<file path="src/rtl/cam_cfg_sequencer.sv">
// Camera register-table sequencer: walks a ROM of {reg_addr, reg_value} words,
// drives each one through the I2C write engine with retry, and reports status.
module cam_cfg_sequencer #(
   parameter logic [7:0]  SLAVE_ADDR     = 8'h42,
   parameter logic [7:0]  TBL_LEN        = 8'd20,
   parameter logic [15:0] DELAY_MARKER   = 16'hFFF0,
   parameter logic [19:0] PWRUP_CYCLES   = 20'd500000,
   parameter logic [19:0] DELAY_CYCLES   = 20'd250000,
   parameter logic [19:0] TIMEOUT_CYCLES = 20'd100000,
   parameter logic [3:0]  MAX_RETRY      = 4'd3
) (
   input  logic        clk,
   input  logic        reset,
   input  logic        start,
   output logic [7:0]  tbl_index,
   input  logic [15:0] tbl_data,
   output logic [7:0]  sl_addr,
   output logic [7:0]  byte_num,
   output logic [15:0] reg_data,
   output logic        i2c_enable,
   input  logic        i2c_end,
   input  logic        i2c_ack,
   output logic        busy,
   output logic        done,
   output logic        error,
   output logic [7:0]  err_index
);

   localparam int unsigned CNT_W   = 20;
   localparam int unsigned RETRY_W = 4;

   typedef enum logic [3:0] {
      S_PWRUP, S_LOAD, S_FETCH, S_DLY, S_GO, S_WAIT_BUSY,
      S_WAIT_END, S_CHECK, S_NEXT, S_DONE, S_FAIL
   } state_t;

   state_t               state_q;
   logic [CNT_W-1:0]     cnt_q;
   logic [RETRY_W-1:0]   retry_q;
   logic                 timeout_q;
   logic [7:0]           idx_q;
   logic [15:0]          reg_q;
   logic                 en_q;
   logic                 busy_q;
   logic                 done_q;
   logic                 error_q;
   logic [7:0]           err_idx_q;

   logic [RETRY_W-1:0]   retry_inc_c;
   logic                 attempt_bad_c;

   // Next retry value and pass/fail verdict of the attempt being checked
   always_comb begin
      retry_inc_c   = retry_q + RETRY_W'(1);
      attempt_bad_c = timeout_q | i2c_ack;
   end

   // Sequencer FSM with all outputs registered; counter restarts on every state entry
   always_ff @(posedge clk) begin
      if (!reset) begin
         state_q   <= S_PWRUP;
         cnt_q     <= '0;
         retry_q   <= '0;
         timeout_q <= 1'b0;
         idx_q     <= '0;
         reg_q     <= '0;
         en_q      <= 1'b0;
         busy_q    <= 1'b1;
         done_q    <= 1'b0;
         error_q   <= 1'b0;
         err_idx_q <= '0;
      end else begin
         case (state_q)
            S_PWRUP: begin
               if (cnt_q == PWRUP_CYCLES - CNT_W'(1)) begin
                  state_q <= S_LOAD;
                  cnt_q   <= '0;
               end else begin
                  cnt_q <= cnt_q + CNT_W'(1);
               end
            end
            S_LOAD: begin
               state_q <= S_FETCH;
               cnt_q   <= '0;
            end
            S_FETCH: begin
               cnt_q <= '0;
               if (tbl_data == DELAY_MARKER) begin
                  state_q <= S_DLY;
               end else begin
                  reg_q     <= tbl_data;
                  state_q   <= S_GO;
                  en_q      <= 1'b1;
                  timeout_q <= 1'b0;
               end
            end
            S_DLY: begin
               if (cnt_q == DELAY_CYCLES - CNT_W'(1)) begin
                  state_q <= S_NEXT;
                  cnt_q   <= '0;
               end else begin
                  cnt_q <= cnt_q + CNT_W'(1);
               end
            end
            S_GO: begin
               if (cnt_q == CNT_W'(1)) begin
                  en_q    <= 1'b0;
                  state_q <= S_WAIT_BUSY;
                  cnt_q   <= '0;
               end else begin
                  cnt_q <= cnt_q + CNT_W'(1);
               end
            end
            S_WAIT_BUSY: begin
               if (!i2c_end) begin
                  state_q <= S_WAIT_END;
                  cnt_q   <= '0;
               end else if (cnt_q == TIMEOUT_CYCLES - CNT_W'(1)) begin
                  timeout_q <= 1'b1;
                  state_q   <= S_CHECK;
                  cnt_q     <= '0;
               end else begin
                  cnt_q <= cnt_q + CNT_W'(1);
               end
            end
            S_WAIT_END: begin
               if (i2c_end) begin
                  state_q <= S_CHECK;
                  cnt_q   <= '0;
               end else if (cnt_q == TIMEOUT_CYCLES - CNT_W'(1)) begin
                  timeout_q <= 1'b1;
                  state_q   <= S_CHECK;
                  cnt_q     <= '0;
               end else begin
                  cnt_q <= cnt_q + CNT_W'(1);
               end
            end
            S_CHECK: begin
               cnt_q <= '0;
               if (attempt_bad_c) begin
                  retry_q <= retry_inc_c;
                  if (retry_inc_c == MAX_RETRY) begin
                     state_q   <= S_FAIL;
                     busy_q    <= 1'b0;
                     error_q   <= 1'b1;
                     err_idx_q <= idx_q;
                  end else begin
                     state_q   <= S_GO;
                     en_q      <= 1'b1;
                     timeout_q <= 1'b0;
                  end
               end else begin
                  state_q <= S_NEXT;
               end
            end
            S_NEXT: begin
               cnt_q   <= '0;
               retry_q <= '0;
               if (idx_q == TBL_LEN - 8'd1) begin
                  state_q <= S_DONE;
                  busy_q  <= 1'b0;
                  done_q  <= 1'b1;
               end else begin
                  idx_q   <= idx_q + 8'd1;
                  state_q <= S_LOAD;
               end
            end
            S_DONE, S_FAIL: begin
               if (start) begin
                  idx_q   <= '0;
                  retry_q <= '0;
                  cnt_q   <= '0;
                  done_q  <= 1'b0;
                  error_q <= 1'b0;
                  busy_q  <= 1'b1;
                  state_q <= S_LOAD;
               end
            end
            default: begin
               state_q <= S_PWRUP;
               cnt_q   <= '0;
               en_q    <= 1'b0;
            end
         endcase
      end
   end

   assign tbl_index  = idx_q;
   assign reg_data   = reg_q;
   assign i2c_enable = en_q;
   assign busy       = busy_q;
   assign done       = done_q;
   assign error      = error_q;
   assign err_index  = err_idx_q;
   assign sl_addr    = SLAVE_ADDR;
   assign byte_num   = 8'd2;

endmodule

</file>
<file path="config.mk">
export PLATFORM = sky130hd
export DESIGN_NAME = cam_cfg_sequencer
export DESIGN_NICKNAME = d
export VERILOG_FILES = /design/src/rtl/cam_cfg_sequencer.sv
export SDC_FILE = /design/constraint.sdc
export NUM_CORES = 1
export LEC_CHECK = 0
export CAP_MARGIN = 20
export CORE_MARGIN = 2
export CORE_UTILIZATION = 35
export DETAILED_ROUTE_END_ITERATION = 10
export PLACE_DENSITY = 0.59
export SLEW_MARGIN = 20
export SYNTH_ARGS = -nofsm -noshare
export SYNTH_HDL_FRONTEND = slang
export SYNTH_SLANG_ARGS = --single-unit
</file>
<file path="constraint.sdc">
create_clock -name clk -period 2.7 [get_ports clk]
set_input_delay 0.81 -clock clk [delete_from_list [all_inputs] [get_ports clk]]
set_output_delay 0.81 -clock clk [all_outputs]
set_load 0.005 [all_outputs]
</file>
==> results of run 1 <==
-- worst max path at each step --
stage          cells after the start         end  slack [ps]
2_1_floorplan                      8  state_q[2]         0.5
3_3_place_gp                       8   timeout_q        -210
3_5_place_dp                       8   timeout_q        -250
4_1_cts                            7   cnt_q[15]          60
5_1_grt                            7   cnt_q[15]           9
6_report                           7   cnt_q[15]          90
-- cells in the mapped netlist (all sizes together) (3+ instances only) --
cell type   n  area share (%)
dfxtp      65              38
nor2       40             4.5
nor2b      28             5.1
mux2i      25             7.3
nand2      25             2.7
buf        21             4.6
nand3      18             2.6
nor3       17             2.5
xor2       15             3.8
clkbuf     13             1.5
a21oi      11             1.6
o21ai      11             1.9
nand4      10             1.8
and2        7             1.3
and4        7             1.8
inv         7            0.77
nand2b      7             1.3
xnor2       7             1.8
or4         6             1.5
a21boi      5             1.1
a31oi       5            0.91
ha          5             1.8
nor4        5            0.91
and3        4            0.77
o21a        3            0.66
o31ai       3            0.66
-- per-layer routing --
metal / vias to the layer above / track usage [%]
met4: 0 / 6.58
met2: 70 / 24.4
met5: - / 0
met1: 1403 / 22.3
met3: 12 / 3.53
li1: 1517 / -
-- through the flow --
stage | cells | util [%] | TNS [ps] | total power [uW]
after global routing | 608 | 46.2 | 0 | 3160
after detailed placement | 592 | 43.6 | -3750 | 1990
after CTS | 608 | 46.2 | 0 | 3010
after global placement | 592 | 43.6 | -3160 | 1970
after floorplan | 412 | - | 0 | 1690
final | 608 | 46.2 | 0 | 2990
-- cell families after synthesis --
family / share of synthesized area [%]
flops: 38.0
simple gates: 29.8
fa+ha+maj: 2.12
compound gates: 10.1
xor+xnor: 5.63
buf+inv: 6.80
mux: 7.31
other cells: 0.219
-- timing repair --
action / 4_1_cts / 5_1_grt
setup endpoints to repair: 0 / 3
gates resized for setup: 0 / 1
hold buffers: 0 / 0
-- final cells by class --
cell class | instances | area share [%]
multi-input combinational | 306 | 43.9
sequential | 65 | 29.2
timing repair buffer | 81 | 17.1
tap | 133 | 3.74
clock buffer | 10 | 2.87
clock inverter | 6 | 2.58
inverter | 7 | 0.590
-- flip-flops by register name, indices dropped and copies added (netlist names), 4 cells and up --
signal and count:
tbl_index 8, retry_q 4, err_index 8, cnt_q 20
state_q 4, reg_data 16
-- tightest hold or removal path: cells and delay by family (launching register included) --
family / cells / cell delay [ps]
buf+inv: 1 / 40
compound gates: 1 / 50
flops: 1 / 310
-- power by group through the flow --
| stage | Combinational (uW) | Clock, uW | Sequential [uW] |
|---|---|---|---|
| global placement | 813 | 0 | 1160 |
| CTS | 828 | 1040 | 1140 |
| global route | 917 | 1080 | 1160 |
| detailed placement | 822 | 0 | 1160 |
| finish | 827 | 1010 | 1140 |
| floorplan | 569 | 0 | 1120 |
-- placed cells by master (no fill, tap or decap), types with 6 or more instances in the layout --
cell / count
dfxtp_1: 65
clkdlybuf4s50_1: 56
nor2_1: 39
nor2b_1: 27
nand2_1: 25
mux2i_1: 25
buf_4: 24
nand3_1: 18
nor3_1: 17
conb_1: 16
xor2_1: 15
a21oi_1: 11
o21ai_0: 10
nand4_1: 10
clkbuf_8: 9
inv_1: 7
xnor2_1: 7
nand2b_1: 7
and2_1: 6
and4_1: 6
==> reports/qor.yml, run 1 <==
setup_path:
  crit_fanout: 16
  timing.critical_path.buf_inv: 1
  cp.arrival_ps: 2840
  r2r_setup_slack_ps: 90
  r2r_start: "cnt_q[6]"
  end_kind: "register"
  critPathLaunch: "cnt_q[6]"
  crit_family: "simple AND/OR/NAND/NOR gates"
  path_common_cell: "or4_4"
  path_class: "register to register"
  crit_path_max_incr_delay_ps: 550
  rr_endpoint: "cnt_q[15]"
  cp_slowest_cell: "or4_1"
  crit_chain: "or4_4 > or4_1 > o21a_1 > or4_4 > o21ai_4 > buf_12 > nor3_1"
  r2r_cells: 7
  start_kind: "register"
  required_ps: 2940
sta:
  clock_skew_ps: 10.2
  setup_viol: 0
  slew-limit-headroom_pct: 65.6
  rsz0062_at_grt: "false"
  max_freq_mhz: 384
  worst_slack_ps: 94.9
  hold_violations: 0
  drv_slew: 0
  period_needed_ps: 2610
  worst_pin_slew_ps: 510
  fin_crit_sh_pct: 96.5
  hold_ws_ps: 444
floorplanning:
  initial_core_util_pct: 35.5
  num_rows: 36
  die_h_um: 103
  core_um2: 9640
  die_w_um: 103
  die-area_um2: 10600
  io_pins: 73
route:
  viasPerCell: 4.94
  wirelength_um: 8220
  met1_length_um: 3980
  dr.pass1.iters: 4
  route.met3.wl_um: 372
  highest_layer: "met4"
  drc: 0
  vias: 3002
  dr_wl_met2_um: 3690
  first_iter_violations: 165
  antenna_left: 0
  wl_per_cell_um: 13.5
pwr:
  p_leak_uw: 0.00168
  p_per_area_nw_per_um2: 670
  p_sw_uw: 893
  power.share.combinational_pct: 27.7
  p_seq_share_pct: 38.3
  vdd_drop_max_mv: 0.299
  p_sw_share_pct: 29.9
  intPower_uw: 2090
  clkPwrFrac_pct: 34.0
yosys:
  synth_ff_type: "dfxtp_1"
  synth_cell_types: 57
  syn_area_um2: 3420
  synthCells: 398
  synth_edf_count: 0
  ys_seq_area_share_pct: 38.0
  synth_seq_cells: 65
  syn_avg_cell_area_um2: 8.60
  ys_warn_count: 0
  async_flop_share_pct: 0
cts:
  htreeDepth: 3
  clkTransAtPathRegs_ps: 70
  cts-root-buf: "clkbuf_8"
  cts-buffers-inserted: 9
  cts_tree: "built"
  cts.sinks: 65
  cts_setup_buffers: 0
  clockBufferDepth: 2
  clk_latency_ps: 350
cells_and_area:
  nets: 496
  syn2layout_area_growth_pct: 30.0
  fillers: 973
  n_antenna_cell: 0
  final_area_um2: 4450
  layout-drive-gt1-share_pct: 10.7
  seq_area_um2: 1300
  multi_input_area_um2: 1960
grt:
  grt_start_max_net_pins: 25
  overflow: 0
  grt_pass1_wl_um: 13400
  grt_pass1_vias: 2784
  antenna_found_initial: 0
  grt_use_total_pct: 16.1
hold_path:
  hold_class: "register to register"
  hold_depth: 2
  holdPathEnd: "error"
  hp-start: "error"
placement:
  place_congestion: 0.907
  placed_area_um2: 4210
  numPortBuffers: 56
  pre_cts_slack_ps: -247
  dp_hpwl_um: 6160
flow_run:
  cap_violations: 0
outcome:
  outcome: "complete, no violations"
Note: power is estimated with default switching activity, not from simulation.
==> run 2, diff against run 1 <==
- CORE_UTILIZATION: 35 -> 30
- PLACE_DENSITY: 0.59 -> 0.52
==> run 2 against run 1 <==
Clock power up 17%. Non-clock buffer count up 1. Wire length up 4.2%. Utilization down 5.9 points. Register-to-register slack about the same. Critical path depth unchanged. Largest cell class unchanged. Largest power group is now the clock network. Cell count up 1.8%. Global-route usage down 1.9 points. First-iteration DRC count down 0.61%. Maximum frequency down 0.40%. Total power up 6.6%. Highest routed layer unchanged. Hold slack better by 2.9 ps.
==> reports/qor.yml, run 2 (same netlist as run 1, synthesis figures left out) <==
grt:
  antenna_found_initial: 0  # unchanged
  grt_start_max_net_pins: 26  # +4.0%
  grt_pass1_wl_um: 14000  # +4.4%
  overflow: 0  # unchanged
  grt_use_total_pct: 14.2  # -1.9 points
  grt_pass1_vias: 2796  # +0.43%
route:
  vias: 2996  # -0.20%
  first_iter_violations: 164  # -0.61%
  drc: 0  # unchanged
  wl_per_cell_um: 13.8  # +2.3%
  dr.pass1.iters: 4  # unchanged
  antenna_left: 0  # unchanged
  viasPerCell: 4.84  # -2.0%
  wirelength_um: 8560  # +4.2%
pwr:
  p_leak_uw: 0.00171  # +2.2%
  p_per_area_nw_per_um2: 700  # +4.4%
  total_power_uw: 3180  # +6.6%
  clkPwrFrac_pct: 37.2  # +3.2 points
  intPower_uw: 2210  # +5.7%
  p_seq_share_pct: 36.1  # -2.2 points
  power.share.combinational_pct: 26.7  # -1.0 points
  vdd_drop_max_mv: 0.365  # +22%
  p_sw_uw: 970  # +8.6%
  p_sw_share_pct: 30.5  # +0.57 points
cells_and_area:
  largest_reg_flops: 20  # unchanged
  layout_common_cells: "dfxtp_1 (65), clkdlybuf4s50_1 (56), nor2_1 (39), nor2b_1 (27)"
  final_area_um2: 4550  # +2.1%
  layout_commonest_cell: "dfxtp_1"
  regMostFlops: "cnt_q"
  fillers: 1118  # +15%
  postLayoutCoreUtil_pct: 40.3  # -5.9 points
  syn2layout_area_growth_pct: 32.7
  n_antenna_cell: 0  # unchanged
  layout-drive-gt1-share_pct: 11.1  # +0.40 points
  nets: 497  # +0.20%
  final_cells: 619  # +1.8%
hold_path:
  hold_class: "register to register"
  hp-start: "error"
  hold_depth: 2  # unchanged
sta:
  fin_crit_sh_pct: 96.9  # +0.38 points
  clock_skew_ps: 6.25  # -3.98 ps
  rsz0062_at_grt: "false"
  setup_viol: 0  # unchanged
  hold_ws_ps: 447  # +2.90 ps
  hold_violations: 0  # unchanged
  period_needed_ps: 2620  # +10.4 ps
  drv_slew: 0  # unchanged
  max_freq_mhz: 382  # -0.40%
setup_path:
  r2r_cells: 7  # unchanged
  path_common_cell: "or4_4"
  cp.arrival_ps: 2840  # about the same
  path_class: "register to register"
  required_ps: 2920  # -20 ps
  r2r_start: "cnt_q[6]"
  critPathLaunch: "cnt_q[6]"
  end_kind: "register"
  crit_fanout: 16  # unchanged
  crit_path_max_incr_delay_ps: 550  # about the same
  cp_slowest_cell: "or4_1"
  start_kind: "register"
  crit_chain: "or4_4 > or4_1 > o21a_1 > or4_4 > o21ai_4 > buf_12 > nor3_1"
cts:
  cts-root-buf: "clkbuf_16"
  cts_hold_buffers: 0  # unchanged
  cts_tree: "built"
  cts-buffers-inserted: 9  # unchanged
  clk_latency_ps: 340  # about the same
  htreeDepth: 3  # unchanged
  clkTransAtPathRegs_ps: 60  # about the same
  clockBufferDepth: 2  # unchanged
  cts.sinks: 65  # unchanged
  cts_setup_buffers: 0  # unchanged
floorplanning:
  die_w_um: 111  # +7.7%
  die-area_um2: 12300  # +16%
  core_um2: 11300  # +17%
  num_rows: 39  # +8.3%
  io_pins: 73  # unchanged
  initial_core_util_pct: 30.4  # -5.1 points
  die_h_um: 111  # +7.7%
flow_run:
  cap_violations: 0  # unchanged
placement:
  place_congestion: 0.841  # -7.2%
  numPortBuffers: 56  # unchanged
  dp_hpwl_um: 6350  # +3.1%
  dp_cells: 603  # +1.9%
  placed_area_um2: 4240  # +0.77%
outcome:
  outcome: "complete, no violations"
## run 2: cell count changes in the layout (fill, tap and decap cells not counted), sizes merged
cell,previous run,this run
buf,25,26
bufinv,3,1
clkbuf,10,9
clkinv,1,3
inv,8,9
## run 2: what timing repair did
item | 4_1_cts | 5_1_grt
endpoints found under the hold margin | 0 | 0
endpoints found under the setup margin | 0 | 17
gates resized for setup | 0 | 1
## run 2: worst paths after layout
kind	to	slack, ps
worst max-delay path	cnt_q[15]	80
worst min-delay path	error	450
worst max register to register	cnt_q[15]	80
worst min register to register	error	450
## run 2: worst max-delay path: cells and delay by family (launching register included)
| family | cells | cell delay (ps) |
|---|---|---|
| buf+inv | 1 | 160 |
| simple gates | 4 | 1660 |
| flops | 1 | 310 |
| compound gates | 2 | 380 |
## run 2: per-stage QoR
step | setup slack, ps | setup TNS (ps)
6_report | 84.5 | 0
5_1_grt | 5.07 | 0
4_1_cts | 37.0 | 0
3_5_place_dp | -266 | -4130
3_3_place_gp | -229 | -3130
2_1_floorplan | 0.491 | 0
## run 2: power groups by stage
stage                     Clock, uW  Sequential (uW)  Combinational [uW]
after detailed placement          0             1170                 851
after global placement            0             1160                 837
after floorplan                   0             1120                 569
after global routing           1250             1160                 937
after CTS                      1220             1150                 855
final                          1180             1150                 850
## run 2: layer usage
layer  routed length (um)  vias up  part of all wire [%]  GRT usage [%]
met3                  380       13                   4.4           2.62
met4                  170        0                   2.0           6.75
met1                 4280     1377                    50           19.8
met2                 3730       79                    44           21.1
met5                    0        -                     0              0
li1                     -     1527                     -              -
## run 2: area by class of cell
cell class | instances | area [um^2] | area share, %
multi-input cells | 306 | 1960 | 43.0
flip-flops and latches | 65 | 1300 | 28.6
repair buffers | 82 | 781 | 17.2
clock buffers | 9 | 225 | 4.95
well taps | 143 | 179 | 3.94
clock inverters | 7 | 77.6 | 1.71
inverters | 7 | 26.3 | 0.578
==> run 3, diff against run 2 <==
- CORE_UTILIZATION: 30 -> 46
- GPL_ROUTABILITY_DRIVEN: not set -> 0
- MAX_ROUTING_LAYER: not set -> met4
- PLACE_DENSITY: 0.52 -> 0.74
==> run 3 against run 2 <==
Global-route usage increased by 6.2 points. Critical path depth unchanged. Clock skew increased by 0.91 ps. Register-to-register slack about the same. Cell count decreased by 7.4%. Setup slack improved by 7.3 ps. Die area decreased by 34%. Via count increased by 2.1%. Utilization increased by 20 points. Non-clock buffer count decreased by 2. Critical endpoint unchanged. Largest cell class unchanged.
==> reports/qor.yml, run 3 (same netlist as run 1, synthesis figures left out) <==
cells_and_area:
  largest_reg_flops: 20  # unchanged
  final_area_um2: 4390  # -3.5%
  seq_area_um2: 1300  # unchanged
  fillers: 628  # -44%
  multi_input_area_um2: 1960  # +0.45%
  nets: 495  # -0.40%
  layout-drive-gt1-share_pct: 10.5  # -0.59 points
  syn2layout_area_growth_pct: 28.1
  postLayoutCoreUtil_pct: 60.8  # +20 points
  regMostFlops: "cnt_q"
  n_antenna_cell: 0  # unchanged
  layout_commonest_cell: "dfxtp_1"
  layout_common_cells: "dfxtp_1 (65), clkdlybuf4s50_1 (56), nor2_1 (39), nor2b_1 (27)"
setup_path:
  path_depth: 7  # unchanged
  crit_chain: "or4_1 > or4_1 > o21a_1 > or4_4 > o21ai_4 > buf_12 > nor3_1"
  endpoint: "cnt_q[15]"
  r2r_setup_slack_ps: 90  # about the same
  r2r_start: "cnt_q[6]"
  path_common_cell: "or4_1"
  crit_family: "simple AND/OR/NAND/NOR gates"
  cp.arrival_ps: 2840  # about the same
  r2r_cells: 7  # unchanged
  timing.critical_path.buf_inv: 1  # unchanged
  critPathLaunch: "cnt_q[6]"
  cp_slowest_cell: "or4_1"
  crit_path_max_incr_delay_ps: 550  # about the same
  crit_fanout: 16  # unchanged
  start_kind: "register"
  rr_endpoint: "cnt_q[15]"
  path_class: "register to register"
  end_kind: "register"
  required_ps: 2930  # about the same
floorplanning:
  core_um2: 7210  # -36%
  io_pins: 73  # unchanged
  die-area_um2: 8150  # -34%
  die_h_um: 90.3  # -19%
  num_rows: 31  # -21%
  die_w_um: 90.3  # -19%
  initial_core_util_pct: 47.5  # +17 points
grt:
  grt_pass1_vias: 2855  # +2.1%
  antenna_found_initial: 0  # unchanged
  grt_use_total_pct: 20.3  # +6.2 points
  grt_pass1_wl_um: 13400  # -4.3%
  overflow: 0  # unchanged
  grt_start_max_net_pins: 26  # unchanged
sta:
  fin_crit_sh_pct: 96.6  # -0.27 points
  clock_skew_ps: 7.15  # +0.906 ps
  rsz0062_at_grt: "false"
  hold_ws_ps: 450  # +2.79 ps
  drv_slew: 0  # unchanged
  setup_viol: 0  # unchanged
  worst_slack_ps: 91.7  # +7.26 ps
  max_freq_mhz: 383  # +0.28%
  hold_violations: 0  # unchanged
  period_needed_ps: 2610  # -7.26 ps
hold_path:
  hp-start: "error"
  hold_class: "register to register"
placement:
  placed_area_um2: 4170  # -1.7%
  pre_cts_slack_ps: -254  # +12.9 ps
  numPortBuffers: 56  # unchanged
  dp_hpwl_um: 5810  # -8.5%
route:
  vias: 3059  # +2.1%
  dr.pass1.iters: 5  # +1
  first_iter_violations: 188  # +15%
  viasPerCell: 5.34  # +10%
  met1_length_um: 3720  # -13%
  drc: 0  # unchanged
  wl_per_cell_um: 13.8  # -0.24%
  highest_layer: "met4"
  antenna_left: 0  # unchanged
  wirelength_um: 7910  # -7.7%
  route.met3.wl_um: 384  # +1.1%
  dr_wl_met2_um: 3640  # -2.5%
cts:
  htreeDepth: 3  # unchanged
  clk_latency_ps: 340  # about the same
  cts-buffers-inserted: 9  # unchanged
  cts_setup_buffers: 0  # unchanged
  cts_tree: "built"
  clockBufferDepth: 2  # unchanged
  clkTransAtPathRegs_ps: 70  # about the same
  cts.sinks: 65  # unchanged
  cts-root-buf: "clkbuf_8"
pwr:
  p_per_area_nw_per_um2: 641  # -8.4%
  total_power_uw: 2810  # -12%
  vdd_drop_max_mv: 0.548  # +50%
  p_leak_uw: 0.00167  # -2.7%
outcome:
  outcome: "complete, no violations"
flow_run:
  cap_violations: 0  # unchanged
==> run 3: changes by cell type in the layout (fill, tap and decap cells not counted), sizes merged <==
cell      previous run  this run
clkinv               3         1
buf                 26        24
clkinvlp             1         3
inv                  9         8
clkbuf               9        10
==> run 3: how the worst min path moves through the flow <==
stage | to | slack [ps] | depth (start not counted)
2_1_floorplan | error | 440 | 2
3_3_place_gp | error | 430 | 2
3_5_place_dp | error | 440 | 2
4_1_cts | error | 450 | 2
5_1_grt | error | 480 | 2
6_report | error | 450 | 2
==> run 3: per-layer routing <==
| layer | GRT usage (%) | vias to the layer above |
|---|---|---|
| li1 | - | 1521 |
| met1 | 26.7 | 1411 |
| met2 | 31.7 | 107 |
| met3 | 3.34 | 20 |
| met4 | 7.69 | 0 |
| met5 | - | - |
==> run 3: where the power goes <==
part	total (uW)	switching [uW]	internal [uW]
clock	839	386	452
sequential	1140	98.4	1040
combinational	830	392	437
==> run 3: tightest hold or removal path, stage by stage, from the launching register on <==
cell and delay [ps]:
dfxtp_1 310, inv_1 50, a21oi_1 50
==> run 3: cell type report <==
class | instances | area share, %
clock buffer | 10 | 3.14
clock inverter | 6 | 1.51
inverter | 7 | 0.599
multi-input combinational | 306 | 44.8
sequential | 65 | 29.7
tap | 99 | 2.82
timing repair buffer | 80 | 17.5
==> run 3: what timing repair did <==
item / 4_1_cts / 5_1_grt
setup endpoints to repair: 0 / 1
hold buffers: 0 / 0
gates resized for setup: 0 / 2
==> run 3: metrics by stage <==
step | instances | TNS [ps]
after floorplan | 412 | 0
after global placement | 557 | -2830
after detailed placement | 557 | -3800
after CTS | 573 | 0
after global routing | 573 | 0
final | 573 | 0
